$ cat src/rtl/mtm_alu_pkg.sv
// -----------------------------------------------------------------------------
// mtm_alu_pkg
// Shared definitions for the ALU datapath serial links: frame layout
// constants, error codes, flag bit positions and the 3-bit response CRC.
// The CRC and error-byte helpers live here so the serializer, the ALU model
// and the bench all build frames from the same definitions.
// -----------------------------------------------------------------------------
package mtm_alu_pkg;

    // Serial frame: start(0), type, D7..D0, stop(1)
    localparam int unsigned FRAME_BITS = 11;
    localparam logic        TYPE_DATA  = 1'b0;
    localparam logic        TYPE_CTL   = 1'b1;

    // Error codes carried in an error response
    localparam logic [5:0] ERR_DATA = 6'b100100;
    localparam logic [5:0] ERR_CRC  = 6'b010010;
    localparam logic [5:0] ERR_OP   = 6'b001001;

    // Bit positions inside flags[3:0] = {carry, overflow, zero, negative}
    localparam int unsigned FLAG_CARRY    = 3;
    localparam int unsigned FLAG_OVERFLOW = 2;
    localparam int unsigned FLAG_ZERO     = 1;
    localparam int unsigned FLAG_NEGATIVE = 0;

    // Index of the final frame of each response type
    localparam logic [2:0] RESULT_LAST_FRAME = 3'd4;
    localparam logic [2:0] ERROR_LAST_FRAME  = 3'd0;

    // CRC x^3+x+1, init 000, over {C, 1'b0, flags}, MSB enters first.
    function automatic logic [2:0] crc3(input logic [36:0] data);
        logic [2:0] crc;
        logic       fb;
        crc = 3'b000;
        for (int i = 36; i >= 0; i--) begin
            fb  = crc[2] ^ data[i];
            crc = {crc[1], crc[0] ^ fb, fb};
        end
        return crc;
    endfunction

    // Error control byte: marker 1, code, then a bit making the byte even parity.
    function automatic logic [7:0] err_byte(input logic [5:0] code);
        return {1'b1, code, ^{1'b1, code}};
    endfunction

endpackage

$ cat src/rtl/mtm_alu_serializer_if.sv
// -----------------------------------------------------------------------------
// mtm_alu_serializer_if
// Request/response bundle between the ALU core (master) and the serializer
// (slave).
//   in_valid  master->slave  request on C/flags/err/err_flags is valid
//   in_ready  slave->master  serializer idle, request accepted this edge
//   C         master->slave  32-bit result word
//   flags     master->slave  {carry, overflow, zero, negative}
//   err       master->slave  send an error frame instead of a result
//   err_flags master->slave  6-bit error code
//   sout      slave->master  serial output line, idles high
//   busy      slave->master  response in flight
// -----------------------------------------------------------------------------
interface mtm_alu_serializer_if;
    import mtm_alu_pkg::*;

    logic        in_valid;
    logic        in_ready;
    logic [31:0] C;
    logic [3:0]  flags;
    logic        err;
    logic [5:0]  err_flags;
    logic        sout;
    logic        busy;

    modport master (
        output in_valid, C, flags, err, err_flags,
        input  in_ready, sout, busy
    );

    modport slave (
        input  in_valid, C, flags, err, err_flags,
        output in_ready, sout, busy
    );

endinterface

$ cat src/rtl/mtm_alu_frame_tx.sv
// -----------------------------------------------------------------------------
// mtm_alu_frame_tx
// Shifts one 11-bit frame {0, type, D7..D0, 1} onto sout, each bit held for
// CLKS_PER_BIT clocks (legal 1..16).
//   clk, rst   clock, async active-high reset
//   start      begin a frame (honoured in IDLE, and in the last STOP cycle
//              so frames can run back to back)
//   frm_type   frame type bit, sampled at the end of the start bit
//   frm_byte   payload byte,   sampled at the end of the start bit
//   sout       registered serial line, 1 when idle
//   idle       no frame in progress
//   done       last clock of the stop bit
//
//   state     | meaning
//   ----------+-----------------------------------------------
//   ST_IDLE   | line high, waiting for start
//   ST_START  | start bit (0) on the line
//   ST_TYPE   | type bit on the line
//   ST_DATA   | D[bit_cnt] on the line, bit_cnt 7..0
//   ST_STOP   | stop bit (1) on the line
// -----------------------------------------------------------------------------
module mtm_alu_frame_tx
    import mtm_alu_pkg::*;
#(
    parameter int unsigned CLKS_PER_BIT = 1
) (
    input  logic       clk,
    input  logic       rst,
    input  logic       start,
    input  logic       frm_type,
    input  logic [7:0] frm_byte,
    output logic       sout,
    output logic       idle,
    output logic       done
);

    localparam logic [2:0] ST_IDLE  = 3'd0;
    localparam logic [2:0] ST_START = 3'd1;
    localparam logic [2:0] ST_TYPE  = 3'd2;
    localparam logic [2:0] ST_DATA  = 3'd3;
    localparam logic [2:0] ST_STOP  = 3'd4;

    localparam logic [3:0] CNT_LAST = 4'(CLKS_PER_BIT - 1);

    logic [2:0] state;
    logic [3:0] clk_cnt;
    logic [2:0] bit_cnt;
    logic [7:0] byte_r;
    logic       tick;

    assign tick = (clk_cnt == CNT_LAST);
    assign idle = (state == ST_IDLE);
    assign done = (state == ST_STOP) && tick;

    // sout is assigned the value of the state being entered, so the line
    // always changes on the same edge as the state and stays glitch-free.
    always_ff @(posedge clk or posedge rst) begin
        if (rst) begin
            state   <= ST_IDLE;
            clk_cnt <= '0;
            bit_cnt <= '0;
            byte_r  <= '0;
            sout    <= 1'b1;
        end else begin
            if (state != ST_IDLE) begin
                clk_cnt <= tick ? 4'd0 : clk_cnt + 4'd1;
            end

            case (state)
                ST_IDLE: begin
                    if (start) begin
                        state   <= ST_START;
                        clk_cnt <= '0;
                        sout    <= 1'b0;
                    end
                end
                ST_START: begin
                    if (tick) begin
                        // Payload is latched here, one bit-time after start,
                        // so the sequencer can present it from its captured
                        // registers rather than from the live inputs.
                        state  <= ST_TYPE;
                        byte_r <= frm_byte;
                        sout   <= frm_type;
                    end
                end
                ST_TYPE: begin
                    if (tick) begin
                        state   <= ST_DATA;
                        bit_cnt <= 3'd7;
                        sout    <= byte_r[7];
                    end
                end
                ST_DATA: begin
                    if (tick) begin
                        if (bit_cnt == 3'd0) begin
                            state <= ST_STOP;
                            sout  <= 1'b1;
                        end else begin
                            bit_cnt <= bit_cnt - 3'd1;
                            sout    <= byte_r[bit_cnt - 3'd1];
                        end
                    end
                end
                ST_STOP: begin
                    if (tick) begin
                        if (start) begin
                            state <= ST_START;
                            sout  <= 1'b0;
                        end else begin
                            state <= ST_IDLE;
                            sout  <= 1'b1;
                        end
                    end
                end
                default: begin
                    state <= ST_IDLE;
                    sout  <= 1'b1;
                end
            endcase
        end
    end

endmodule

$ cat src/rtl/mtm_alu_serializer.sv
// -----------------------------------------------------------------------------
// mtm_alu_serializer
// Output stage of the ALU datapath. Accepts one result (C + flags) or one
// error report and sends it on sout using the 11-bit frame format.
//   clk, rst   clock, async active-high reset
//   bus        mtm_alu_serializer_if.slave:
//                in_valid/in_ready handshake, C, flags, err, err_flags in;
//                sout, busy out
// Result response: four data frames C[31:24]..C[7:0], then control frame
// {0, flags, crc}. Error response: one control frame {1, code, parity}.
// CLKS_PER_BIT (1..16) sets the clocks per serial bit.
// -----------------------------------------------------------------------------
module mtm_alu_serializer
    import mtm_alu_pkg::*;
#(
    parameter int unsigned CLKS_PER_BIT = 1
) (
    input  logic                 clk,
    input  logic                 rst,
    mtm_alu_serializer_if.slave  bus
);

    logic [31:0] c_r;
    logic [3:0]  flags_r;
    logic        err_r;
    logic [5:0]  err_flags_r;
    logic [2:0]  byte_cnt;

    logic        accept;
    logic        more;
    logic [2:0]  last_frame;
    logic [2:0]  crc;
    logic        tx_start;
    logic        tx_type;
    logic [7:0]  tx_byte;
    logic        tx_sout;
    logic        tx_idle;
    logic        tx_done;

    assign accept     = bus.in_valid && bus.in_ready;
    assign last_frame = err_r ? ERROR_LAST_FRAME : RESULT_LAST_FRAME;
    assign more       = (byte_cnt < last_frame);
    assign tx_start   = accept || (tx_done && more);
    assign crc        = crc3({c_r, 1'b0, flags_r});

    assign bus.in_ready = tx_idle;
    assign bus.busy     = !tx_idle;
    assign bus.sout     = tx_sout;

    always_ff @(posedge clk or posedge rst) begin
        if (rst) begin
            c_r         <= '0;
            flags_r     <= '0;
            err_r       <= 1'b0;
            err_flags_r <= '0;
            byte_cnt    <= '0;
        end else if (accept) begin
            c_r         <= bus.C;
            flags_r     <= bus.flags;
            err_r       <= bus.err;
            err_flags_r <= bus.err_flags;
            byte_cnt    <= '0;
        end else if (tx_done) begin
            byte_cnt <= more ? byte_cnt + 3'd1 : 3'd0;
        end
    end

    // Payload for the frame in flight, selected by byte_cnt; err wins over C/flags.
    always_comb begin
        tx_type = TYPE_DATA;
        tx_byte = c_r[31:24];
        if (err_r) begin
            tx_type = TYPE_CTL;
            tx_byte = err_byte(err_flags_r);
        end else begin
            case (byte_cnt)
                3'd0:    tx_byte = c_r[31:24];
                3'd1:    tx_byte = c_r[23:16];
                3'd2:    tx_byte = c_r[15:8];
                3'd3:    tx_byte = c_r[7:0];
                default: begin
                    tx_type = TYPE_CTL;
                    tx_byte = {1'b0, flags_r, crc};
                end
            endcase
        end
    end

    mtm_alu_frame_tx #(
        .CLKS_PER_BIT (CLKS_PER_BIT)
    ) u_frame_tx (
        .clk      (clk),
        .rst      (rst),
        .start    (tx_start),
        .frm_type (tx_type),
        .frm_byte (tx_byte),
        .sout     (tx_sout),
        .idle     (tx_idle),
        .done     (tx_done)
    );

endmodule

$ cat src/flat_wrapper.sv
// flat-port wrapper written by rule: the top's interface ports become plain ports
module mtm_alu_serializer_flat import mtm_alu_pkg::*;
#(
    parameter int unsigned CLKS_PER_BIT = 1
)
  (clk, rst, bus_in_valid, bus_C, bus_flags, bus_err, bus_err_flags, bus_in_ready, bus_sout, bus_busy);
  mtm_alu_serializer_if bus_i ();
  input  logic clk;
  input  logic rst;
  input wire logic [$bits(bus_i.in_valid)-1:0] bus_in_valid;
  input wire logic [$bits(bus_i.C)-1:0] bus_C;
  input wire logic [$bits(bus_i.flags)-1:0] bus_flags;
  input wire logic [$bits(bus_i.err)-1:0] bus_err;
  input wire logic [$bits(bus_i.err_flags)-1:0] bus_err_flags;
  output wire logic [$bits(bus_i.in_ready)-1:0] bus_in_ready;
  output wire logic [$bits(bus_i.sout)-1:0] bus_sout;
  output wire logic [$bits(bus_i.busy)-1:0] bus_busy;
  assign bus_i.in_valid = bus_in_valid;
  assign bus_i.C = bus_C;
  assign bus_i.flags = bus_flags;
  assign bus_i.err = bus_err;
  assign bus_i.err_flags = bus_err_flags;
  assign bus_in_ready = bus_i.in_ready;
  assign bus_sout = bus_i.sout;
  assign bus_busy = bus_i.busy;
  mtm_alu_serializer #(.CLKS_PER_BIT(CLKS_PER_BIT)) u_core (.clk(clk), .rst(rst), .bus(bus_i));
endmodule
$ cat config.mk
export PLATFORM = sky130hd
export DESIGN_NAME = mtm_alu_serializer_flat
export DESIGN_NICKNAME = d
export VERILOG_FILES = /design/src/rtl/mtm_alu_pkg.sv /design/src/rtl/mtm_alu_serializer_if.sv /design/src/rtl/mtm_alu_frame_tx.sv /design/src/rtl/mtm_alu_serializer.sv /design/src/flat_wrapper.sv
export SDC_FILE = /design/constraint.sdc
export NUM_CORES = 1
export LEC_CHECK = 0
export ABC_AREA = 1
export BUFFER_PORTS_ARGS = -buffer_cell sky130_fd_sc_hd__buf_2
export CORE_ASPECT_RATIO = 0.75
export CORE_MARGIN = 4
export CORE_UTILIZATION = 63
export DETAILED_ROUTE_END_ITERATION = 12
export GPL_TIMING_DRIVEN = 0
export PLACE_DENSITY_LB_ADDON = 0.15
export SKIP_CTS_REPAIR_TIMING = 1
export SLEW_MARGIN = 10
export SYNTH_ARGS = -nofsm -noshare
export SYNTH_HDL_FRONTEND = slang
export SYNTH_SLANG_ARGS = --single-unit
export TNS_END_PERCENT = 5
$ cat constraint.sdc
create_clock -name clk -period 4.68 [get_ports clk]
set_clock_uncertainty 0.05 [all_clocks]
set_input_delay 0.468 -clock clk [delete_from_list [all_inputs] [get_ports clk]]
set_output_delay 0.468 -clock clk [all_outputs]
set_load 0.005 [all_outputs]
==> flow_summary.json <==
{
  "max_slew_margin_pct": 25.81,
  "dieArea_mm2": 0.007918,
  "synth-main-ff-cell": "dfrtp_1",
  "synth.most_common_cell": "nand2_1",
  "cp_common_cell": "nand2_1",
  "first_global_vias": 3726,
  "place_congestion": 0.9480,
  "max_cap_viol_count": 0,
  "synth.distinct_cells": 34,
  "worst_hold_slack_ns": 0.2260,
  "placed_area_mm2": 0.004468,
  "antenna_found_initial": 0,
  "clk_latency_ns": 0.34,
  "vias_per_cell": 5.529,
  "startpoint_type": "register",
  "drc": 0,
  "place_hpwl_mm": 7.695,
  "cts.sinks": 65,
  "outcome": "completed",
  "cts_tree": "yes",
  "tightest_slew_ns": 1.103,
  "rows": 25,
  "drt_first_pass_iters": 5,
  "fmax_mhz": 280.3,
  "async_flop_share_pct": 100.0,
  "yosysTopAreaCellShare_pct": 38.83,
  "drv_slew": 0,
  "final-setup-viol-count": 0,
  "yosys-top-cells-count": "nand2_1 (188), inv_1 (72), dfrtp_1 (64)",
  "clockBufferDepth": 2,
  "core_mm2": 0.006319,
  "fin_crit_sh_pct": 76.22,
  "avgRoutedWirePerCell_um": 14.23,
  "chipWidth_um": 101.4,
  "path_class": "register to register",
  "fillCellCount": 526,
  "cts_root_buffer": "clkbuf_8",
  "syn_nets": 621,
  "numPortBuffers": 48,
  "grt_start_max_net_pins": 66,
  "critPathCaptureType": "register",
  "worstPathRequired_ns": 4.87,
  "synth_area_leaders": "dfrtp_1 (39%), nand2_1 (17%), inv_1 (6.6%)",
  "track_usage_pct": 27.65,
  "design_area_mm2": 0.004664,
  "netlist_area_mm2": 0.004124,
  "layout-drive-gt1-share_pct": 15.71,
  "cts_buffers": 9,
  "path_max_fanout": 4,
  "grt_pass1_wl_mm": 17.14,
  "drt_wl_total_mm": 10.11,
  "clk_pin_slew_ns": 0.08,
  "drtIter0Drc": 303,
  "cp.arrival_ns": 3.75,
  "critPathSlowestCell": "dfrtp_1",
  "num_vias": 3931,
  "seqCellArea_mm2": 0.001628,
  "dp_slack_ns": 1.210,
  "finalCriticalPeriod_ns": 3.567,
  "yosys_register_bits": 65,
  "start_util_pct": 65.27,
  "ys_seq_area_share_pct": 39.47,
  "synth_edf_count": 0,
  "tns_ns": 0,
  "n_antenna_cell": 0,
  "nets": 680,
  "overflow": 0,
  "cp_slowest_stage_delay_ns": 0.44,
  "rsz0062_at_grt": "no",
  "yosysTopAreaCell": "dfrtp_1",
  "syn_to_final_growth_pct": 13.11,
  "min_path_type": "input pin to async pin",
  "worst_slack_ns": 1.113,
  "syn_area_per_cell_um2": 7.286,
  "dieHeight_um": 78.07,
  "ys_warn_count": 0,
  "htree_levels": 3,
  "multi_input_area_mm2": 0.002151,
  "syn_inst": 566,
  "hold_viol": 0,
  "ant_nets": 0,
  "io_pins": 49
}
==> per-layer routing <==
layer	up-vias	share of wire [%]	global-route usage, %
met2	165	45	43.21
met3	21	8.6	7.726
met1	1827	45	38.37
met4	0	1.4	6.507
li1	1918	-	-
met5	-	0	0
==> final cells by class <==
cell class	instances	area share (%)
multi-input cells	411	46.11
flip-flops and latches	65	34.90
inverters	76	6.170
repair buffers	48	5.150
clock buffers	11	3.031
well taps	81	2.173
plain buffers	14	1.288
clock inverters	5	1.180
==> state kept, by name, summed over array words and instances, names as in the netlist <==
signal and flops:
u_core.u_frame_tx.bit_cnt 3, u_core.byte_cnt 3, u_core.u_frame_tx.byte_r 8, u_core.u_frame_tx.sout 1, u_core.err_flags_r 6, u_core.flags_r 4
u_core.u_frame_tx.state 3, u_core.err_r 1, u_core.c_r 32, u_core.u_frame_tx.clk_cnt 4
==> worst max-delay path: cells and delay by family (launching register included) <==
family	cells	cell delay (ns)
and+or+nand+nor	32	2.76
DFF	1	0.44
buffers and inverters	2	0.20
==> worst paths after layout <==
path	from	to	slack [ns]	cells after the start
min reg2reg	u_core.u_frame_tx.byte_r[2]$_DFFE_PP0P_	u_core.u_frame_tx.byte_r[2]$_DFFE_PP0P_	0.45	2
max in group asynchronous	rst	u_core.c_r[12]$_DFFE_PP0P_	3.83	2
min	rst	u_core.c_r[23]$_DFFE_PP0P_	0.23	2
max reg2reg	u_core.c_r[26]$_DFFE_PP0P_	u_core.u_frame_tx.byte_r[1]$_DFFE_PP0P_	1.11	34
min in group clk	bus_err_flags[2]	u_core.err_flags_r[2]$_DFFE_PP0P_	0.27	3
max	u_core.c_r[26]$_DFFE_PP0P_	u_core.u_frame_tx.byte_r[1]$_DFFE_PP0P_	1.11	34
==> per-stage QoR <==
stage,instances,utilization (%)
6_report,711,73.82
5_1_grt,711,73.82
4_1_cts,711,73.82
3_5_place_dp,695,70.71
3_3_place_gp,695,70.67
2_1_floorplan,566,-
==> kinds of logic (layout without fill, tap and decap cells) <==
group                    Yosys count  count (layout)  synth area share [%]
AO/OA/AOI/OAI                     80              80                 10.95
XOR/XNOR                          33              33                 7.858
buffers and inverters             90             154                 8.374
flip-flops                        65              65                 39.47
adder cells (fa/ha/maj)            9               9                 2.731
AND/OR/NAND/NOR                  288             288                 30.34
multiplexers                       1               1                0.2730
==> cell usage in the layout (no fill, tap or decap), types with 9 or more instances in the layout <==
master    count
nand3_1      43
clkbuf_8     10
clkbuf_1     13
inv_1        71
nor2_1       21
o21ai_0      42
a21oi_1      17
dfrtp_1      64
nand2_1     188
ha_1          9
xnor2_1      16
xor2_1       14
buf_2        48
nand2_2      22
Power is left out: the tool's default activity adds up to more than one toggle a clock period on the data nets, which glitch-free logic cannot reach.
